[src/rtl/add_pkg.sv]
// Shared constants and state encoding for the nibble-serial adder.
package add_pkg;

  localparam int NIB_W = 4;

  typedef enum logic [1:0] {
    IDLE = 2'd0,
    ADD  = 2'd1,
    DONE = 2'd2
  } state_e;

endpackage

[src/rtl/add_4.sv]
// 4-bit ripple-carry adder slice.
module add_4 (
  input  logic [3:0] a,
  input  logic [3:0] b,
  input  logic       ci,
  output logic [3:0] s,
  output logic       co
);

  logic c;

  always_comb begin
    c = ci;
    s = '0;
    for (int i = 0; i < 4; i++) begin
      s[i] = a[i] ^ b[i] ^ c;
      c    = (a[i] & b[i]) | (c & (a[i] ^ b[i]));
    end
    co = c;
  end

endmodule

[src/rtl/add_seq.sv]
// Nibble-serial WIDTH-bit adder/subtractor: one add_4 pass per cycle, carry
// chained through a register, operands and result over valid/ready.
//
// state | meaning
// IDLE  | waiting for operands, in_ready_o high
// ADD   | one nibble per cycle through add_4, LSB nibble first
// DONE  | result held on s_o/c_o/ov_o until out_ready_i
module add_seq
  import add_pkg::*;
#(
  parameter int WIDTH = 16
) (
  input  logic             clk_i,
  input  logic             rst_i,
  input  logic             in_valid_i,
  output logic             in_ready_o,
  input  logic [WIDTH-1:0] x_i,
  input  logic [WIDTH-1:0] y_i,
  input  logic             c_i,
  input  logic             sub_i,
  output logic             out_valid_o,
  input  logic             out_ready_i,
  output logic [WIDTH-1:0] s_o,
  output logic             c_o,
  output logic             ov_o
);

  localparam int NIBBLES = WIDTH / NIB_W;
  localparam int CNT_W   = (NIBBLES > 1) ? $clog2(NIBBLES) : 1;
  localparam logic [CNT_W-1:0] LAST_CNT = CNT_W'(NIBBLES - 1);

  localparam logic [1:0] S_IDLE = IDLE;
  localparam logic [1:0] S_ADD  = ADD;
  localparam logic [1:0] S_DONE = DONE;

  generate
    if ((WIDTH % NIB_W) != 0 || WIDTH < NIB_W) begin : g_bad_width
      $error("add_seq: WIDTH must be a positive multiple of 4");
    end
  endgenerate

  logic [1:0]       state;
  logic [CNT_W-1:0] cnt;
  logic             carry;
  logic [WIDTH-1:0] x_sh;
  logic [WIDTH-1:0] y_sh;
  logic [3:0]       nib_sum;
  logic             nib_co;

  add_4 u_add_4 (
    .a  (x_sh[NIB_W-1:0]),
    .b  (y_sh[NIB_W-1:0]),
    .ci (carry),
    .s  (nib_sum),
    .co (nib_co)
  );

  assign in_ready_o  = (state == S_IDLE);
  assign out_valid_o = (state == S_DONE);

  always_ff @(posedge clk_i or posedge rst_i) begin
    if (rst_i) begin
      state <= S_IDLE;
      cnt   <= '0;
      carry <= 1'b0;
      x_sh  <= '0;
      y_sh  <= '0;
      s_o   <= '0;
      c_o   <= 1'b0;
      ov_o  <= 1'b0;
    end else begin
      case (state)
        S_IDLE: begin
          if (in_valid_i) begin
            // subtract as A + ~B + 1; the +1 enters through the carry register
            x_sh  <= x_i;
            y_sh  <= sub_i ? ~y_i : y_i;
            carry <= sub_i | c_i;
            s_o   <= '0;
            cnt   <= '0;
            state <= S_ADD;
          end
        end
        S_ADD: begin
          s_o   <= (s_o >> NIB_W) | (WIDTH'(nib_sum) << (WIDTH - NIB_W));
          x_sh  <= x_sh >> NIB_W;
          y_sh  <= y_sh >> NIB_W;
          carry <= nib_co;
          cnt   <= cnt + CNT_W'(1);
          if (cnt == LAST_CNT) begin
            // top nibble is in the slice now, so its bit 3 is the operand MSB
            c_o   <= nib_co;
            ov_o  <= (x_sh[NIB_W-1] == y_sh[NIB_W-1]) &&
                     (nib_sum[NIB_W-1] != x_sh[NIB_W-1]);
            state <= S_DONE;
          end
        end
        S_DONE: begin
          if (out_ready_i) state <= S_IDLE;
        end
        default: state <= S_IDLE;
      endcase
    end
  end

endmodule
[config.mk]
export PLATFORM = sky130hd
export DESIGN_NAME = add_seq
export DESIGN_NICKNAME = d
export VERILOG_FILES = /design/src/rtl/add_pkg.sv /design/src/rtl/add_4.sv /design/src/rtl/add_seq.sv
export SDC_FILE = /design/constraint.sdc
export NUM_CORES = 1
export LEC_CHECK = 0
export BUFFER_PORTS_ARGS = -buffer_cell sky130_fd_sc_hd__buf_2
export CORE_ASPECT_RATIO = 0.7
export CORE_MARGIN = 2
export CORE_UTILIZATION = 54
export DETAILED_ROUTE_END_ITERATION = 8
export HOLD_SLACK_MARGIN = 0.02
export PLACE_DENSITY = 0.79
export REMOVE_ABC_BUFFERS = 1
export SYNTH_ARGS = -nofsm -noshare
export SYNTH_HDL_FRONTEND = slang
export SYNTH_SLANG_ARGS = --single-unit
export TNS_END_PERCENT = 30
[constraint.sdc]
create_clock -name clk_i -period 3.5 [get_ports clk_i]
set_clock_uncertainty 0.2 [all_clocks]
set_input_delay 0.175 -clock clk_i [delete_from_list [all_inputs] [get_ports clk_i]]
set_output_delay 0.175 -clock clk_i [all_outputs]
set_load 0.005 [all_outputs]
== After elaboration in Yosys (flattened, before gate mapping) ==
Cells that the tools add are included.
Cells by class
  $add $sub $neg: 1
  equality and inequality tests: 8
  reductions and logical operators: 6
  bitwise logic cells: 23
  mux-type cells: 15
Operators by type and width (count)
  case mux 16 bit (2 select lines): 3
  2-to-1 mux 16 bit: 4
  inverter 16 bit: 1
  bitwise OR 12 x 16 -> 16 bit: 1
  bitwise AND 1 bit: 8
  2-to-1 mux 2 bit: 4
  bitwise XOR 1 bit: 8
  case mux 2 bit (3 select lines): 1
  bitwise OR 1 bit: 5
  equality test 2 bit, second input constant: 2
  != test 2 bit, second input constant: 2
  case mux 2 bit (2 select lines): 1
  AND reduction 2 bit: 2
  AND reduction 3 bit: 1
  adder 2 x 1 -> 2 bit, second input constant: 1
  equality test 2 x 1 -> 1 bit, second input constant: 1
  logical NOT 2 bit: 1
  != test 2 x 1 -> 1 bit, second input constant: 1
  case mux 1 bit (2 select lines): 1
  nonzero test 2 bit: 1
  equality test 1 bit: 1
  logical AND 1 bit: 1
  2-to-1 mux 1 bit: 1
  != test 1 bit: 1
Storage, ports and cells
  word-level logic and storage cells: 61
  bits in registers: 55
  bits of input ports: 38

== Depth between registers and ports, before layout ==
Gate-level depths: netlist of the first run.
  word-level depth: 10
  mapped depth: 9
  depth with buffers taken out: 9

== Modules after synthesis ==
Synthesis of the first run repeated with hierarchy kept, for this count alone.
Unflattened totals
  cell total of the unflattened synthesis: 229
  area total of the unflattened synthesis: 2612.5 µm²
By module, submodules not included
  add_seq: cells an instance 215, area an instance 2494.9 µm², times used 1, sequential area each 1376.3 µm²
  add_4: cells an instance 14, area an instance 117.6 µm², times used 1, sequential area each 0.0 µm²

== Worst setup path before layout of the first run ==
OpenSTA, ideal clock, no wires.
  path type: register -> register
  start point: register carry
  end point: register ov_o
  data required time: 3205 ps
  library setup time: 95 ps
  arrival: 2174 ps
  slack: 1031 ps
  cell stages (with the launch flop): 10
  path through: dfrtp_1 inv_1 fa_1 inv_1 fa_1 fa_1 inv_1 fa_1 xor2_1 o31ai_1
On the way
  longest elaborated chain between the ends: 9
Ends and longest elaborated chain
  start, declared: RTL line add_seq.sv:44  | logic carry;
  start signal, assigned: RTL line add_seq.sv:78  | carry <= sub_i | c_i;
  start signal, assigned: RTL line add_seq.sv:88  | carry <= nib_co;
  bitwise AND 1 bit: RTL line add_4.sv:17  | c = (a[i] & b[i]) | (c & (a[i] ^ b[i]));
  bitwise OR 1 bit: RTL line add_4.sv:17
  bitwise AND 1 bit: RTL line add_4.sv:17
  bitwise OR 1 bit: RTL line add_4.sv:17
  bitwise AND 1 bit: RTL line add_4.sv:17
  bitwise OR 1 bit: RTL line add_4.sv:17
  bitwise XOR 1 bit: RTL line add_4.sv:16  | s[i] = a[i] ^ b[i] ^ c;
  != test 1 bit: RTL line add_seq.sv:94  | (nib_sum[NIB_W-1] != x_sh[NIB_W-1]);
  logical AND 1 bit: RTL line add_seq.sv:93  | ov_o <= (x_sh[NIB_W-1] == y_sh[NIB_W-1]) &&
  end signal, assigned: RTL line add_seq.sv:93
  end, declared: RTL line add_seq.sv:25  | output logic ov_o
No other way between the ends.
A chain may end at the register's enable or synchronous reset.

== Worst setup path after layout of the first run ==
Ends and elaborated chain as after synthesis.

==> results.md, run 1 <==
- Final period utilization: 73.6%
- Clock Pin Slew Worst Setup and Hold Paths: 100 ps
- Comb power frac: 40.5%
- CTS Sinks: 55
- Post-DRT Antenna Nets: 0
- Reg power frac: 44.7%
- Vias in the first global route: 2163
- Core area: 4830 µm²
- Synth area leaders: dfrtp_1, a22o_1, o21ai_0, nand2_1, a21oi_1
- CTS Buf Count: 5
- Drt first pass iters: 5
- Worst-Skew Late Latency: 310 ps
- Setup_tns: 0 ps
- CP peak stage delay: 430 ps
- Actual slew at the worst max-slew pin: 936 ps
- Final worst setup slack: 923 ps
- Diodes inserted: 0
- Worst Setup Start Kind: flip-flop
- DIE AREA: 5670 µm²
- Global route overflow: 0
- TritonCTS clock tree: done
- Crit end category: flip-flop
- Io pins: 58
- Leakage: 1.56 nW
- Worst path slowest cell: fa_1
- Distinct cells, synth: 31
- Peak supply drop: 0.447 mV
- Hold Fails Final Rpt: 0
- Cell Area, Synth: 2740 µm²
- Final setup vio count: 0
- Fin nets: 360
- Largest net degree at the start of global routing: 46
- RD Place Congestion: 0.772
- Syn avg cell area: 10.8 µm²
- Worst slack, placed: 904 ps
- Share of cells above drive strength 1: 24.9%
- Via count: 2191
- Area growth from synthesis to layout: 18.8%
- Clock group share of total power: 14.8%
- Die width: 89.2 µm
- NetSw: 970 µW
- Synthesized flop and latch total: 55
- Path category of the worst min-delay check: in -> reg
- Crit path launch: carry
- Hold_sp: c_i
- Register area share after synthesis: 50.2%
- H-Tree Depth: 2
- Crit path kind: reg -> reg
- Status: completed
- Height of the die: 63.6 µm
- Tot GR Track Use: 23.6%
- Required time of the worst setup path: 3530 ps
- Yosys top cell by area: dfrtp_1
- Fin cells: 386
- Power, Total: 2.50 mW
- Num rows: 21
- Initial Util: 56.7%
- Routed WL: 6050 µm
- Vias per cell: 5.68
- Number of max-cap violations: 0
- Int Pwr: 1.53 mW
- Initial antenna violation count: 0
- Initial DRC Count: 107
- PortBufs: 57
- Syn. warnings: 0
- Crit Path Max Fanout: 2
- Cell Pwr Density: 768 nW/µm²
- Data arrival, critical path: 2600 ps
- Fill cells: 406
- HPWL after detailed placement: 3900 µm
- Clock Tree Root: clkbuf_8
- Tmin final: 2580 ps
- Clock Path Buffers: 2
- Synth top area share: 50.2%
- RR Startpoint: carry
- Switching Share: 38.8%
- Max Slew Vio Count: 0
- Cell Chain, Critical Path: inv_1 > fa_1 > inv_1 > fa_1 > fa_1 > inv_1 > fa_1 > xor2_1 > o31ai_1
- Placed insts: 364
- First-pass GRT wire length: 10300 µm
- Drt drc: 0
- Cells after Synth: 253
- Most used cell, CP: fa_1
- Wire per inst: 15.7 µm
- RSZ-0062 raised after global routing: no
- Slew headroom: 37.5%
- Max Clk Rate: 388 MHz
==> cell families after synthesis <==
group / synth area share (%)
compound gates: 24.5
xor+xnor: 5.43
flops: 50.2
fa+ha+maj: 3.83
buf+inv: 6.80
simple gates: 9.22
==> routing by layer <==
metal,routed length [µm],up-vias,GRT usage [%],share of wire [%]
met1,2700,1071,32.6,45
met5,0,-,0,0
met3,424,7,5.24,7.0
li1,-,1025,-,-
met4,48,0,5.97,0.79
met2,2880,88,37.8,48
==> worst max-delay path, delay by kind of cell, from the launching register on <==
kind / cells / cell delay (ps)
compound gates: 1 / 180
xor+xnor: 1 / 160
buf+inv: 3 / 220
flops: 1 / 390
fa+ha+maj: 4 / 1350
==> placed cells by master, fill, tap and decap left out, types with 10 or more instances in the layout <==
master	Yosys	layout
a22o_1	18	18
nor2b_1	11	10
dfrtp_1	55	55
dlygate4sd3_1	0	14
a21oi_1	16	16
o21ai_0	26	26
nand2_1	22	22
buf_2	11	57
inv_1	15	14
==> registers in the layout (all words and copies together) (netlist names) <==
register,flops
s_o,16
x_sh,16
y_sh,16
cnt,2
state,2
c_o,1
carry,1
ov_o,1
==> through the flow <==
stage / area [µm²] / hold slack (ps) / utilization [%]
CTS: 3260 / 29.4 / 67.4
floorplan: 2610 / 83.0 / -
global route: 3260 / 45.4 / 67.4
global placement: 3020 / 173 / 62.5
finish: 3260 / 28.5 / 67.4
detailed placement: 3020 / 183 / 62.5
==> final timing paths <==
check	depth (start not counted)	slack (ps)	to
max	9	920	ov_o
min	3	30	carry
max reg2reg	9	920	ov_o
min reg2reg	2	300	x_sh[10]
max in group asynchronous	4	1960	x_sh[12]
min in group asynchronous	3	410	s_o[7]
==> what timing repair did <==
item / CTS / global route
hold buffers: 14 / 0
resized for setup: 0 / 0
buffers inserted: 0 / 0
endpoints found under the hold margin: 57 / 0
==> power groups by stage <==
| stage | logic, mW | registers, mW | clock network, mW |
|---|---|---|---|
| floorplan | 0.640 | 1.10 | 0 |
| global placement | 0.966 | 1.12 | 0 |
| detailed placement | 1.01 | 1.13 | 0 |
| CTS | 1.02 | 1.11 | 0.370 |
| global route | 1.15 | 1.15 | 0.401 |
| finish | 1.01 | 1.12 | 0.370 |
==> Yosys cell counts <==
cell type   n
a21oi_1    16
a221o_1     4
a221o_2     6
a22o_1     18
a22oi_1     9
a2bb2oi_1   2
and3b_1     6
buf_2      11
buf_4       3
buf_6       4
clkbuf_1    2
dfrtp_1    55
fa_1        4
ha_1        2
inv_1      15
nand2_1    22
nand2b_1    3
nand3b_1    1
nor2_1      2
nor2_2      1
nor2b_1    11
o211ai_1    2
o21a_1      1
o21ai_0    26
o21bai_4    1
o31ai_1     1
o32a_1      1
o32ai_1     6
or3b_1      1
xnor2_1     8
xor2_1      9
==> cell type report <==
class | instances | area [µm²] | area share [%]
clock buffers | 7 | 86.3 | 2.65
clock inverters | 1 | 8.76 | 0.269
inverters | 15 | 56.3 | 1.73
multi-input cells | 163 | 1180 | 36.3
flip-flops and latches | 55 | 1380 | 42.2
well taps | 69 | 86.3 | 2.65
repair buffers | 76 | 463 | 14.2
Note: power is estimated with default switching activity, not from simulation.
==> run 2, diff against run 1 <==
--- a/config.mk
+++ b/config.mk
@@ -8,10 +8,10 @@
 export BUFFER_PORTS_ARGS = -buffer_cell sky130_fd_sc_hd__buf_2
 export CORE_ASPECT_RATIO = 0.7
 export CORE_MARGIN = 2
-export CORE_UTILIZATION = 54
+export CORE_UTILIZATION = 49
 export DETAILED_ROUTE_END_ITERATION = 8
 export HOLD_SLACK_MARGIN = 0.02
-export PLACE_DENSITY = 0.79
+export PLACE_DENSITY = 0.76
 export REMOVE_ABC_BUFFERS = 1
 export SYNTH_ARGS = -nofsm -noshare
 export SYNTH_HDL_FRONTEND = slang
==> constraint.sdc (replaced) <==
create_clock -name clk_i -period 2.2 [get_ports clk_i]
set_clock_uncertainty 0.2 [all_clocks]
set_input_delay 0.11 -clock clk_i [delete_from_list [all_inputs] [get_ports clk_i]]
set_output_delay 0.11 -clock clk_i [all_outputs]
set_load 0.005 [all_outputs]
==> run 2 against run 1 <==
- the flow now finishes with violations (setup timing)
- clock-buffer cell count down 2
- non-clock buffer count up 30
- flip-flop and latch count unchanged
- sequential share of layout area down 3.4 points
- via count up 2.5%
- fmax up 4.2%
- final cell count up 8.3%
- worst hold slack better by 6.9 ps
- design area up 8.8%
- combinational power up 85%
- largest cell class unchanged
- largest power group is now combinational cells
- highest routed layer unchanged
==> results.md, run 2 (synthesis gave the netlist of run 1 again) <==
- First-pass GRT wire length: 10700 µm
- Final setup vio count: 3
- Commonest non-fill, non-tap cell in the layout: buf_2
- Routed WL: 6320 µm
- Wire per inst: 15.1 µm
- Vias in the first global route: 2270
- Fin nets: 390
- Slew headroom: 33.4%
- R2R depth: 9
- Required time of the worst setup path: 2220 ps
- Hold Path End: x_sh[11]
- HPWL after detailed placement: 4250 µm
- CTS Buf Count: 5
- Initial DRC Count: 98
- PortBufs: 57
- Via count: 2246
- Clock Pin Slew Worst Setup and Hold Paths: 100 ps
- Crit path launch: carry
- Fin Hold WS: 35.4 ps
- Crit Path Max Fanout: 2
- Drt drc: 0
- RSZ-0062 raised after global routing: yes
- Leakage: 1.69 nW
- Crit end category: flip-flop
- Largest regs: s_o x16, x_sh x16, y_sh x16
- Clock Tree Root: clkbuf_8
- Initial antenna violation count: 0
- Cell Chain, Critical Path: inv_2 > fa_1 > inv_2 > fa_2 > fa_2 > inv_2 > fa_1 > xor2_1 > o31ai_1
- Worst slack, placed: -366 ps
- Die width: 93.4 µm
- Initial Util: 51.6%
- Share of cells above drive strength 1: 28.9%
- Global route overflow: 0
- Fin cells: 418
- CTS Sinks: 55
- RD Place Congestion: 0.782
- Fill cells: 414
- Reg2Reg Setup Slack: -270 ps
- Max Clk Rate: 404 MHz
- Largest net degree at the start of global routing: 29
- Family with the most delay on the worst path: adder cells
- Final worst setup slack: -272 ps
- Diodes inserted: 0
- Height of the die: 66.6 µm
- Area growth from synthesis to layout: 29.3%
- Clock Path Buffers: 2
- Core area: 5310 µm²
- Status: complete, but fails checks
- Most used cell, CP: inv_2
- H-Tree Depth: 2
- Peak supply drop: 0.588 mV
- Placed insts: 377
- Worst path depth: 9
- Num rows: 22
- WP buf/inv: 3
- Worst path slowest cell: fa_1
- Worst-Skew Late Latency: 310 ps
- Number of max-cap violations: 0
- Vias per cell: 5.37
- Final period utilization: 112%
- Io pins: 58
- Worst Setup Start Kind: flip-flop
- Max Slew Vio Count: 0
- Path category of the worst min-delay check: in -> reg
- Footprint of the multi-input gates: 1190 µm²
- Crit path kind: reg -> reg
- Actual slew at the worst max-slew pin: 997 ps
- Worst hold stages: 4
- Most frequent cells in the layout: buf_2, dfrtp_1, dlygate4sd3_1, o21ai_0, nand2_1
- Hold_sp: x_i[11]
- Post-DRT Antenna Nets: 0
- Drt first pass iters: 4
- CP peak stage delay: 410 ps
- TritonCTS clock tree: done
- Cell Pwr Density: 1200 nW/µm²
- Tmin final: 2470 ps
- Tot GR Track Use: 22.6%
- DIE AREA: 6220 µm²
- Register Area: 1380 µm²
- Failing checks: setup timing
- Hold Fails Final Rpt: 0
- RR Endpoint: ov_o
- Data arrival, critical path: 2500 ps
- RR Startpoint: carry
## run 2: changes by cell type in the layout (fill, tap and decap cells not counted)
cell,before,now
bufinv_16,0,1
fa_2,0,2
clkbuf_8,6,5
inv_2,1,6
clkinv_4,1,0
fa_1,4,2
inv_1,14,9
clkbuf_1,1,0
clkinvlp_4,0,1
o21ai_1,0,1
o21ai_0,26,25
buf_4,5,19
dlygate4sd3_1,14,30
## run 2: metal layers
metal | wire length, µm | vias to the layer above | GRT usage, %
li1 | - | 1088 | -
met1 | 2970 | 1093 | 30.1
met2 | 2930 | 60 | 38.4
met3 | 367 | 5 | 3.96
met4 | 57 | 0 | 6.62
met5 | 0 | - | 0
## run 2: area by class of cell
class	count	share of cell area [%]
flip-flops and latches	55	38.8
repair buffers	106	20.6
multi-input cells	163	33.5
clock inverters	2	1.06
inverters	15	1.59
clock buffers	5	1.94
well taps	72	2.54
## run 2: worst min-delay path, cell delays in order
cell and delay [ps]:
buf_2 80, and3b_1 150, a21oi_1 40, o21ai_0 130
## run 2: how the worst max path moves through the flow
stage | slack [ps] | to
2_1_floorplan | -390 | carry
3_3_place_gp | -330 | ov_o
3_5_place_dp | -370 | ov_o
4_1_cts | -330 | ov_o
5_1_grt | -460 | ov_o
6_report | -270 | ov_o
## run 2: timing repair
action / CTS / global route
hold buffers: 30 / 0
endpoints found under the hold margin: 84 / 0
resized for setup: 6 / 2
buffers inserted: 3 / 1
setup endpoints to repair: 3 / 4
pin swaps: 2 / 1
## run 2: power by group
| group | internal, mW | switching (mW) | total, mW | leakage [nW] |
|---|---|---|---|---|
| clock | 0.333 | 0.326 | 0.659 | 0.0502 |
| combinational | 0.915 | 0.959 | 1.87 | 0.925 |
| sequential | 1.41 | 0.289 | 1.70 | 0.719 |
| total | 2.66 | 1.57 | 4.24 | 1.69 |
## run 2: metrics by stage
stage / utilization (%) / area [µm²] / TNS (ps) / power [mW]
floorplan: - / 2610 / -9430 / 2.77
global placement: 58.4 / 3100 / -487 / 3.41
detailed placement: 58.4 / 3100 / -542 / 3.48
CTS: 66.6 / 3540 / -578 / 4.25
global route: 66.7 / 3540 / -1070 / 4.58
finish: 66.7 / 3540 / -528 / 4.24
==> run 3, diff against run 2 <==
--- a/config.mk
+++ b/config.mk
@@ -6,12 +6,15 @@
 export NUM_CORES = 1
 export LEC_CHECK = 0
 export BUFFER_PORTS_ARGS = -buffer_cell sky130_fd_sc_hd__buf_2
+export CELL_PAD_IN_SITES_DETAIL_PLACEMENT = 0
+export CELL_PAD_IN_SITES_GLOBAL_PLACEMENT = 1
 export CORE_ASPECT_RATIO = 0.7
 export CORE_MARGIN = 2
-export CORE_UTILIZATION = 49
+export CORE_UTILIZATION = 38
 export DETAILED_ROUTE_END_ITERATION = 8
 export HOLD_SLACK_MARGIN = 0.02
-export PLACE_DENSITY = 0.76
+export MAX_ROUTING_LAYER = met4
+export PLACE_DENSITY_LB_ADDON = 0.1
 export REMOVE_ABC_BUFFERS = 1
 export SYNTH_ARGS = -nofsm -noshare
 export SYNTH_HDL_FRONTEND = slang
==> run 3 against run 2 <==
- global-route usage shrank 4.1 points
- critical endpoint unchanged
- register-to-register slack barely moved
- sequential share of layout area about the same
- highest routed layer unchanged
- critical path depth stayed put
- largest power group unchanged
- via count shrank 2.3%
- sequential power increased by 2%
- core utilization shrank 15 points
- the run still ends with setup timing left
- clock power is 15% lower
- design area rose by 0.11%
- largest cell class unchanged
- non-clock buffer count fell by 4
- total power fell by 1.5%
==> results.md, run 3 (synthesis gave the netlist of run 1 again) <==
- Share of cells above drive strength 1: 28.7%
- Crit end category: flip-flop
- Tot GR Track Use: 18.6%
- Initial antenna violation count: 0
- Slew headroom: 34.5%
- Via count: 2194
- CTS Buf Count: 5
- Hold Fails Final Rpt: 0
- GRT met3 Usage: 3.38%
- Int Pwr: 2.58 mW
- Max Slew Vio Count: 0
- Diodes inserted: 0
- H-Tree Depth: 2
- Clock Path Buffers: 2
- Post-DRT Antenna Nets: 0
- Die width: 106 µm
- TritonCTS clock tree: done
- Initial Util: 39.8%
- Met2 GRT Util: 27.7%
- Final setup vio count: 4
- Crit path kind: reg -> reg
- Largest net degree at the start of global routing: 56
- Register Area: 1380 µm²
- RSZ-0062 raised after global routing: yes
- Worst-Skew Late Latency: 300 ps
- Clock Pin Slew Worst Setup and Hold Paths: 90 ps
- Initial DRC Count: 77
- Clock Tree Root: clkbuf_8
- Number of max-cap violations: 0
- Clock group share of total power: 13.5%
- Worst path slowest cell: fa_1
- Wire per inst: 15.4 µm
- Drt drc: 0
- Fill cells: 647
- Final worst setup slack: -274 ps
- Footprint of the multi-input gates: 1190 µm²
- Routed WL: 6720 µm
- Io pins: 58
- Most used cell, CP: inv_2
- Met1 Use GR: 26.1%
- PortBufs: 57
- CTS Sinks: 55
- Reg power frac: 41.6%
- Leakage: 1.68 nW
- RD Place Congestion: 0.759
- Worst Setup Start Kind: flip-flop
- CP peak stage delay: 410 ps
- Cell Pwr Density: 1180 nW/µm²
- Fin nets: 386
- Failing checks: setup timing
- Path category of the worst min-delay check: in -> reg
- Vias per cell: 5.03
- Max Clk Rate: 404 MHz
- Setup_tns: -449 ps
- Largest regs: s_o x16, x_sh x16, y_sh x16
- Final Instance Area: 3550 µm²
- Height of the die: 75.1 µm
- GR peak layer: met2
- Commonest non-fill, non-tap cell in the layout: buf_2
- Cell Chain, Critical Path: inv_2 > fa_1 > inv_2 > fa_2 > fa_2 > inv_2 > fa_1 > xor2_1 > o31ai_1
- Num rows: 25
- Final period utilization: 112%
- Placed cell areas: 3150 µm²
- Actual slew at the worst max-slew pin: 981 ps
- Crit Path Max Fanout: 2
- NetSw: 1.59 mW
- Comb power frac: 44.9%
- Area growth from synthesis to layout: 29.4%
- Status: complete, but fails checks
- DIE AREA: 7920 µm²
- Switching Share: 38.2%
- Core area: 6880 µm²
- Reg2Reg Setup Slack: -270 ps
- Required time of the worst setup path: 2210 ps
- Drt first pass iters: 4
- Tmin final: 2470 ps
- HPWL after detailed placement: 4440 µm
- Global route overflow: 0
- First-pass GRT wire length: 11000 µm
- Data arrival, critical path: 2480 ps
- Peak supply drop: 0.621 mV
- Vias in the first global route: 2132
- Most frequent cells in the layout: buf_2, dfrtp_1, dlygate4sd3_1, o21ai_0, nand2_1
==> run 3: final timing paths <==
kind                                from  endpoint  cells past startpoint
max in group asynchronous          rst_i  y_sh[13]                      4
worst min register to register  x_sh[11]  x_sh[11]                      2
min in group asynchronous          rst_i    s_o[2]                      4
worst max-delay path               carry      ov_o                      9
worst max register to register     carry      ov_o                      9
worst min-delay path              x_i[9]   x_sh[9]                      4
==> run 3: per-stage QoR <==
| step | std cells | worst slack [ps] | hold WS, ps | total power, mW | utilization (%) |
|---|---|---|---|---|---|
| 6_report | 436 | -274 | 27.6 | 4.17 | 51.5 |
| 5_1_grt | 436 | -384 | 33.3 | 4.54 | 51.5 |
| 4_1_cts | 435 | -348 | 20.8 | 4.21 | 51.4 |
| 3_5_place_dp | 399 | -392 | -11.5 | 3.57 | 45.8 |
| 3_3_place_gp | 399 | -351 | -9.11 | 3.54 | 45.8 |
| 2_1_floorplan | 233 | -394 | 18.0 | 2.77 | - |
==> run 3: per-layer routing <==
layer	vias to the layer above	routed length, µm
met4	0	63
li1	1082	-
met5	-	0
met2	45	3030
met3	4	271
met1	1063	3350
==> run 3: cell type report <==
class,instances,share of cell area [%]
inverter,15,1.59
clock inverter,1,0.141
timing repair buffer,102,20.2
sequential,55,38.8
multi-input combinational,163,33.6
tap,94,3.32
clock buffer,6,2.33
==> run 3: power groups by stage <==
stage	Combinational, mW	Sequential, mW	Clock [mW]
finish	1.87	1.74	0.562
global route	2.12	1.79	0.629
CTS	1.90	1.73	0.584
detailed placement	1.82	1.74	0
global placement	1.79	1.75	0
floorplan	1.02	1.76	0
==> run 3: worst max-delay path: cells and delay by family, from the launching register on <==
family,cells,cell delay [ps]
AO/OA/AOI/OAI,1,200
flip-flops,1,390
adder cells (fa/ha/maj),4,1260
XOR/XNOR,1,160
buffers and inverters,3,170
==> run 3: timing repair <==
action                     4_1_cts  5_1_grt
setup endpoints to repair        3        4
gates resized for setup          5        2
pin swaps                        2        1
buffers inserted                 1        1
hold endpoints to repair        82        0
hold buffers                    28        0
